<file path="src/rtl/program_counter.sv">
// Fetch-stage program counter with idle/run/done run control.
//
// state | meaning
// ------+-----------------------------------------------------------
// IDLE  | out of reset, outputs hold, waiting for start
// RUN   | one instruction retires per cycle (halt > branch > pc+1)
// DONE  | halt retired, pc and count frozen, waiting for restart
//
// The lookup-table select is a straight wire from the decoder field so the
// branch_sel -> lut_target round trip fits in one cycle.
module program_counter #(
  parameter int              PC_W     = 8,
  parameter int              CNT_W    = 16,
  parameter logic [PC_W-1:0] RESET_PC = '0
) (
  input  logic             clk,
  input  logic             rst_n,
  input  logic             start,
  input  logic [PC_W-1:0]  start_addr,
  input  logic             halt,
  input  logic             branch_en,
  input  logic [1:0]       branch_sel,
  output logic [1:0]       lut_ctrl,
  input  logic [PC_W-1:0]  lut_target,
  output logic [PC_W-1:0]  pc,
  output logic             running,
  output logic             done,
  output logic [CNT_W-1:0] instr_count
);

  typedef enum logic [1:0] {
    IDLE = 2'b00,
    RUN  = 2'b01,
    DONE = 2'b10
  } state_t;

  state_t           state_q;
  state_t           state_d;
  logic [PC_W-1:0]  pc_q;
  logic [PC_W-1:0]  pc_d;
  logic [CNT_W-1:0] cnt_q;
  logic [CNT_W-1:0] cnt_d;
  logic [CNT_W-1:0] cnt_inc;
  logic             running_q;
  logic             done_q;

  // Saturating increment: the count sticks at all-ones rather than wrapping.
  assign cnt_inc = (&cnt_q) ? cnt_q : cnt_q + CNT_W'(1);

  // State, datapath and run-control flags; all cleared asynchronously.
  always_ff @(posedge clk or negedge rst_n) begin
    if (!rst_n) begin
      state_q   <= IDLE;
      pc_q      <= RESET_PC;
      cnt_q     <= '0;
      running_q <= 1'b0;
      done_q    <= 1'b0;
    end else begin
      state_q   <= state_d;
      pc_q      <= pc_d;
      cnt_q     <= cnt_d;
      running_q <= (state_d == RUN);
      done_q    <= (state_d == DONE);
    end
  end

  // Next-state decode; start only matters outside RUN.
  always_comb begin
    state_d = state_q;
    case (state_q)
      IDLE:    if (start) state_d = RUN;
      RUN:     if (halt)  state_d = DONE;
      DONE:    if (start) state_d = RUN;
      default: state_d = IDLE;
    endcase
  end

  // Next pc and retired count for the current state.
  always_comb begin
    pc_d  = pc_q;
    cnt_d = cnt_q;
    case (state_q)
      IDLE, DONE: begin
        if (start) begin
          pc_d  = start_addr;
          cnt_d = '0;
        end
      end
      RUN: begin
        cnt_d = cnt_inc;
        if (halt) begin
          pc_d = pc_q;
        end else if (branch_en) begin
          pc_d = lut_target;
        end else begin
          pc_d = pc_q + PC_W'(1);
        end
      end
      default: begin
        pc_d  = RESET_PC;
        cnt_d = '0;
      end
    endcase
  end

  assign lut_ctrl    = branch_sel;
  assign pc          = pc_q;
  assign instr_count = cnt_q;
  assign running     = running_q;
  assign done        = done_q;

endmodule

</file>
<file path="config.mk">
export PLATFORM = sky130hd
export DESIGN_NAME = program_counter
export DESIGN_NICKNAME = d
export VERILOG_FILES = /design/src/rtl/program_counter.sv
export SDC_FILE = /design/constraint.sdc
export NUM_CORES = 1
export LEC_CHECK = 0
export ABC_AREA = 1
export BUFFER_PORTS_ARGS = -buffer_cell sky130_fd_sc_hd__buf_2
export CORE_MARGIN = 3
export CORE_UTILIZATION = 47
export DETAILED_ROUTE_END_ITERATION = 10
export PLACE_DENSITY = 0.77
export RECOVER_POWER = 50
export SYNTH_ARGS = -nofsm -noshare
export SYNTH_HDL_FRONTEND = slang
export SYNTH_SLANG_ARGS = --single-unit
</file>
<file path="constraint.sdc">
create_clock -name clk -period 1.45 [get_ports clk]
set_input_delay 0.0725 -clock clk [delete_from_list [all_inputs] [get_ports clk]]
set_output_delay 0.0725 -clock clk [all_outputs]
set_load 0.03 [all_outputs]
</file>
-- Word-level counts from Yosys, hierarchy flattened
Cells that the tools add are included.
- bits in registers: 28
- input port bits: 23
- output and inout port bits: 28
- word-level logic and storage cells: 29
- $add $sub $neg: 2
- equality and inequality tests: 7
- muxes and demuxes: 10
- reductions and logical operators: 5
- operators by type and width (cell ; number):
    $mux 16 ; 2
    $pmux 16 s2 ; 1
    $mux 8 ; 3
    $add 16x1->16 const B ; 1
    $pmux 8 s2 ; 1
    $reduce_and 16->1 ; 1
    $add 8x1->8 const B ; 1
    $eq 2x1->1 const B ; 2
    $eq 2x2->1 const B ; 2
    $mux 2 ; 2
    $ne 2x2->1 const B ; 2
    $pmux 2 s2 ; 1
    $reduce_and 2->1 ; 2
    $logic_not 2->1 ; 1
    $ne 2x1->1 const B ; 1
    $reduce_or 2->1 ; 1

-- Depth between registers and ports, before layout
- depth after elaboration: 4
- mapped depth: 10
- depth with buffers taken out: 10

-- Worst setup path before layout
OpenSTA, ideal clock, no wires.
- path kind: register -> register
- from: register cnt_q[1] (netlist: instr_count[1])
- to: register cnt_q[11] (netlist: instr_count[11])
- data arrival time: 1593 ps
- data required time: 1367 ps
- slack: -226 ps
- cell stages (with the launch flop): 11
- path buffers: 1
- clock period less this slack: 1676 ps
- cells stage by stage: dfrtp_1 ha_1 nand2_2 nor2_4 nand2_4 nor2_4 nand3_2 nand2_4 buf_6 nand2_1 o21ai_0
- longest elaborated chain between the ends: 3
- elaborated cells between the ends (all ways): 6
- classes of those cells: add/sub: 1; eq/ne: 1; mux: 2; reduce/logical: 2
- ends and longest elaborated chain (element ; line ; RTL):
    start: declaration ; 41 ; logic [CNT_W-1:0] cnt_q;
    start signal: assignment ; 61 ; cnt_q <= cnt_d;
    $add 16x1->16 / $reduce_and 16->1 (equally long branches) ; 48 ; assign cnt_inc = (&cnt_q) ? cnt_q : cnt_q + CNT_W'(1);
    $mux 16 / $ne 2x2->1 (equally long branches) ; -- ;
    $pmux 16 s2 / $reduce_and 2->1 (equally long branches) ; -- ;
Several ways; a longest one is shown, not always the timed one. The select of a mux whose other input is x is not followed.
A chain may end at the register's enable or synchronous reset.

-- Final worst setup path
- from: register cnt_q[11] (netlist: instr_count[11])
- to: register cnt_q[13] (netlist: instr_count[13])
Same word-level chain as after synthesis.

==> impl_metrics.py <==
metrics = {
    "synthesis": {
        "yosysWarnings": 0,
        "synth_area_mm2": 0.00177,
        "ys_ff_latch": 28,
        "syn_inst": 247,
        "synthFlopType": "dfrtp_1",
        "syn_nets": 272,
        "yosysSeqAreaShare_pct": 39.6,
        "synth-edff-count": 0,
        "synth-xor-area-share_pct": 3.96,
        "synth-simple-area-share_pct": 34.0,
        "async_flop_share_pct": 100,
        "avgSynthCellArea_um2": 7.17,
        "ys_types": 26,
        "yosys.area_share.adder_pct": 1.41,
        "muxShareOfSynthArea_pct": 0,
        "synth_compound_area_share_pct": 12.9,
        "synth_top_family_by_area": "simple AND/OR/NAND/NOR gates",
    },
    "setup_path": {
        "cp_data_required_time_ns": 1.65,
        "worst-path-max-fanout": 9,
        "worstSetupEndpointType": "register",
        "worst-path-buf-inv": 2,
        "cpMostUsedCell": "nand2_1",
        "reg2reg_slack_ns": -0.006,
        "cpMaxStageDelayCell": "dfrtp_1",
        "arrival_ns": 1.66,
        "crit_chain": "nand2_1 -> nor2_1 -> inv_1 -> nor2_2 -> nand3_4 -> nand2_8 -> buf_12 -> nand2_1 -> o21ai_1",
        "max_stage_delay_ns": 0.36,
        "critPathTopFamily": "simple AND/OR/NAND/NOR gates",
        "startpoint_type": "register",
        "path_class": "register to register",
    },
    "timing": {
        "setup_violations": 1,
        "worst_pin_slew_ns": 0.688,
        "fin_setup_tns_ns": -0.00610,
        "setup_slack_ns": -0.00610,
        "maxSlewViolCount": 0,
        "period_needed_ns": 1.46,
        "slew_headroom_pct": 54.1,
        "final_hold_viol_count": 0,
        "period_share_pct": 100,
        "rsz0062_at_grt": "true",
        "timing.fmax_ghz": 0.687,
        "fin_skew_ns": 0.00297,
    },
    "clocking": {
        "htreeDepth": 1,
        "cts_tree": "yes",
        "numCtsBuffers": 3,
        "insertion_delay_ns": 0.27,
        "cts.sinks": 28,
        "clockBufferDepth": 2,
        "clk_pin_slew_ns": 0.10,
        "clock_tree.root_cell": "clkbuf_8",
    },
    "layout": {
        "areaGrowthSynthToFinish_pct": 37.0,
        "final_core_util_pct": 69.9,
        "regArea_um2": 707,
        "multi_input_area_mm2": 0.00101,
        "fill_cells": 310,
        "antennaDiodeCount": 0,
        "layout-drive-gt1-share_pct": 33.2,
        "nets": 345,
    },
    "drt": {
        "drt_drc_violations_left": 0,
        "wl_per_cell_um": 12.6,
        "num_vias": 1849,
        "drtIter0Drc": 126,
        "ant_nets": 0,
        "drt_pass1_iterations": 5,
        "viasPerCell": 5.07,
        "wl_um": 4590,
    },
    "floorplanning": {
        "core_mm2": 0.00347,
        "dieArea_mm2": 0.00454,
        "die_w_um": 67.4,
        "initial_utilization_pct": 51.0,
        "dieHeight_um": 67.4,
        "core.rowCount": 21,
        "io_pins": 51,
    },
    "global_routing": {
        "grtUsageTotal_pct": 22.1,
        "antenna_found_initial": 0,
        "grt_pass1_vias": 1677,
        "grt_max_degree": 29,
        "grt_pass1_wl_um": 7650,
        "grtUsageMet3_pct": 2.00,
        "grt-ovfl-total": 0,
        "grt.busiest_layer": "met2",
        "grt_util_met2_pct": 39.5,
        "met1_usage_pct": 28.2,
    },
    "power": {
        "cellLeakagePower_uw": 0.00125,
        "ir_worst_vdd_mv": 0.935,
        "p_per_area_mw_per_mm2": 1580,
    },
    "outcome": {
        "status": "finished, violations left",
        "violations": "setup timing",
    },
    "place": {
        "portBuffers": 46,
        "hpwlAfterDp_um": 3410,
        "place.gp.congestion": 0.848,
    },
    "run": {
        "cap_violations": 0,
    },
    "worst_hold_path": {
        "min_path_type": "primary input to register",
    },
}
sequential cells by signal, summed over array words and instances (netlist names):
name	count
instr_count	16
state_q	2
pc	8
running	1
done	1
worst reg2reg max path, stage by stage, from the launching register on:
cell	delay, ns
dfrtp_1	0.36
nand2_1	0.08
nor2_1	0.15
inv_1	0.07
nor2_2	0.22
nand3_4	0.15
nand2_8	0.11
buf_12	0.12
nand2_1	0.05
o21ai_1	0.08
metrics by stage:
| stage | setup WS [ns] | total power [uW] | std cells | hold slack, ns | instance area [um^2] |
|---|---|---|---|---|---|
| after floorplan | -0.109 | 2480 | 247 | -0.223 | 1790 |
| after global placement | 0.0437 | 3090 | 354 | 0.124 | 2230 |
| after detailed placement | -0.0286 | 3130 | 354 | 0.127 | 2230 |
| after CTS | 0.00507 | 3800 | 364 | 0.0418 | 2370 |
| after global routing | -0.0897 | 4130 | 365 | 0.0748 | 2420 |
| final | -0.00610 | 3830 | 365 | 0.0542 | 2420 |
Yosys cell counts (2+ instances only):
library cell / number / area share (%)
nand2_1: 63 / 13
nor2_1: 36 / 7.6
dfrtp_1: 28 / 40
inv_1: 23 / 4.9
nand3_1: 20 / 5.7
o21ai_0: 20 / 5.7
a21oi_1: 16 / 4.5
nand4_1: 6 / 2.1
xor2_1: 5 / 2.5
nor2_4: 3 / 1.9
xnor2_1: 3 / 1.5
a22oi_1: 2 / 0.85
buf_2: 2 / 0.57
buf_4: 2 / 0.85
buf_6: 2 / 1.3
clkbuf_1: 2 / 0.42
ha_1: 2 / 1.4
nand2_4: 2 / 1.3
o21bai_1: 2 / 0.85
or2_2: 2 / 0.71
repair_timing:
| action | in CTS | in global routing |
|---|---|---|
| pin swaps | 2 | 3 |
| hold buffers | 2 | 0 |
| endpoints found under the setup margin | 12 | 22 |
| endpoints found under the hold margin | 30 | 0 |
| setup buffers | 3 | 1 |
| cloned | 1 | 0 |
| resized for setup | 3 | 22 |
placed cells by master, fill, tap and decap left out, drive strengths merged, types with 2 or more instances in the layout:
cell         synthesis  final
o21bai               2      2
o21ai               21     21
a21oi               16     16
inv                 24     24
or2                  2      2
xor2                 5      5
buf                  6     68
a22oi                2      2
nand4                6      6
xnor2                3      3
dfrtp               28     28
dlygate4sd3          0      2
nor2                39     39
clkbuf               2      8
ha                   2      2
nand2               66     67
nand3               21     21
power breakdown:
part / switching, uW / total, uW / internal (uW)
registers: 247 / 1240 / 994
logic: 1230 / 1970 / 737
clock network: 253 / 623 / 370
area by class of cell:
class                           count  share of cell area, %
Multi-Input combinational cell    188                   41.6
Sequential cell                    28                   29.2
Timing Repair Buffer               75                   20.2
Inverter                           24                   3.72
Tap cell                           46                   2.37
Clock buffer                        3                   1.70
Clock inverter                      1                   1.24
final timing paths:
path / from / endpoint / cells after the start
worst max-delay path: instr_count[11] / instr_count[13] / 9
worst min-delay path: halt / done / 3
worst max register to register: instr_count[11] / instr_count[13] / 9
worst min register to register: state_q[0] / running / 1
max in group asynchronous: rst_n / instr_count[4] / 2
min in group asynchronous: rst_n / pc[1] / 2
cell families (layout without fill, tap and decap cells):
logic type / after synthesis / after routing
AND/OR/NAND/NOR: 135 / 136
AO/OA/AOI/OAI: 42 / 42
buffers and inverters: 32 / 103
flip-flops: 28 / 28
XOR/XNOR: 8 / 8
adder cells (fa/ha/maj): 2 / 2
per-layer routing:
metal | vias to the layer above | wire, um
met5 | - | 0
met2 | 70 | 2350
met4 | 0 | 59
met3 | 4 | 301
met1 | 826 | 1880
li1 | 949 | -
(Power assumes the default switching activity.)
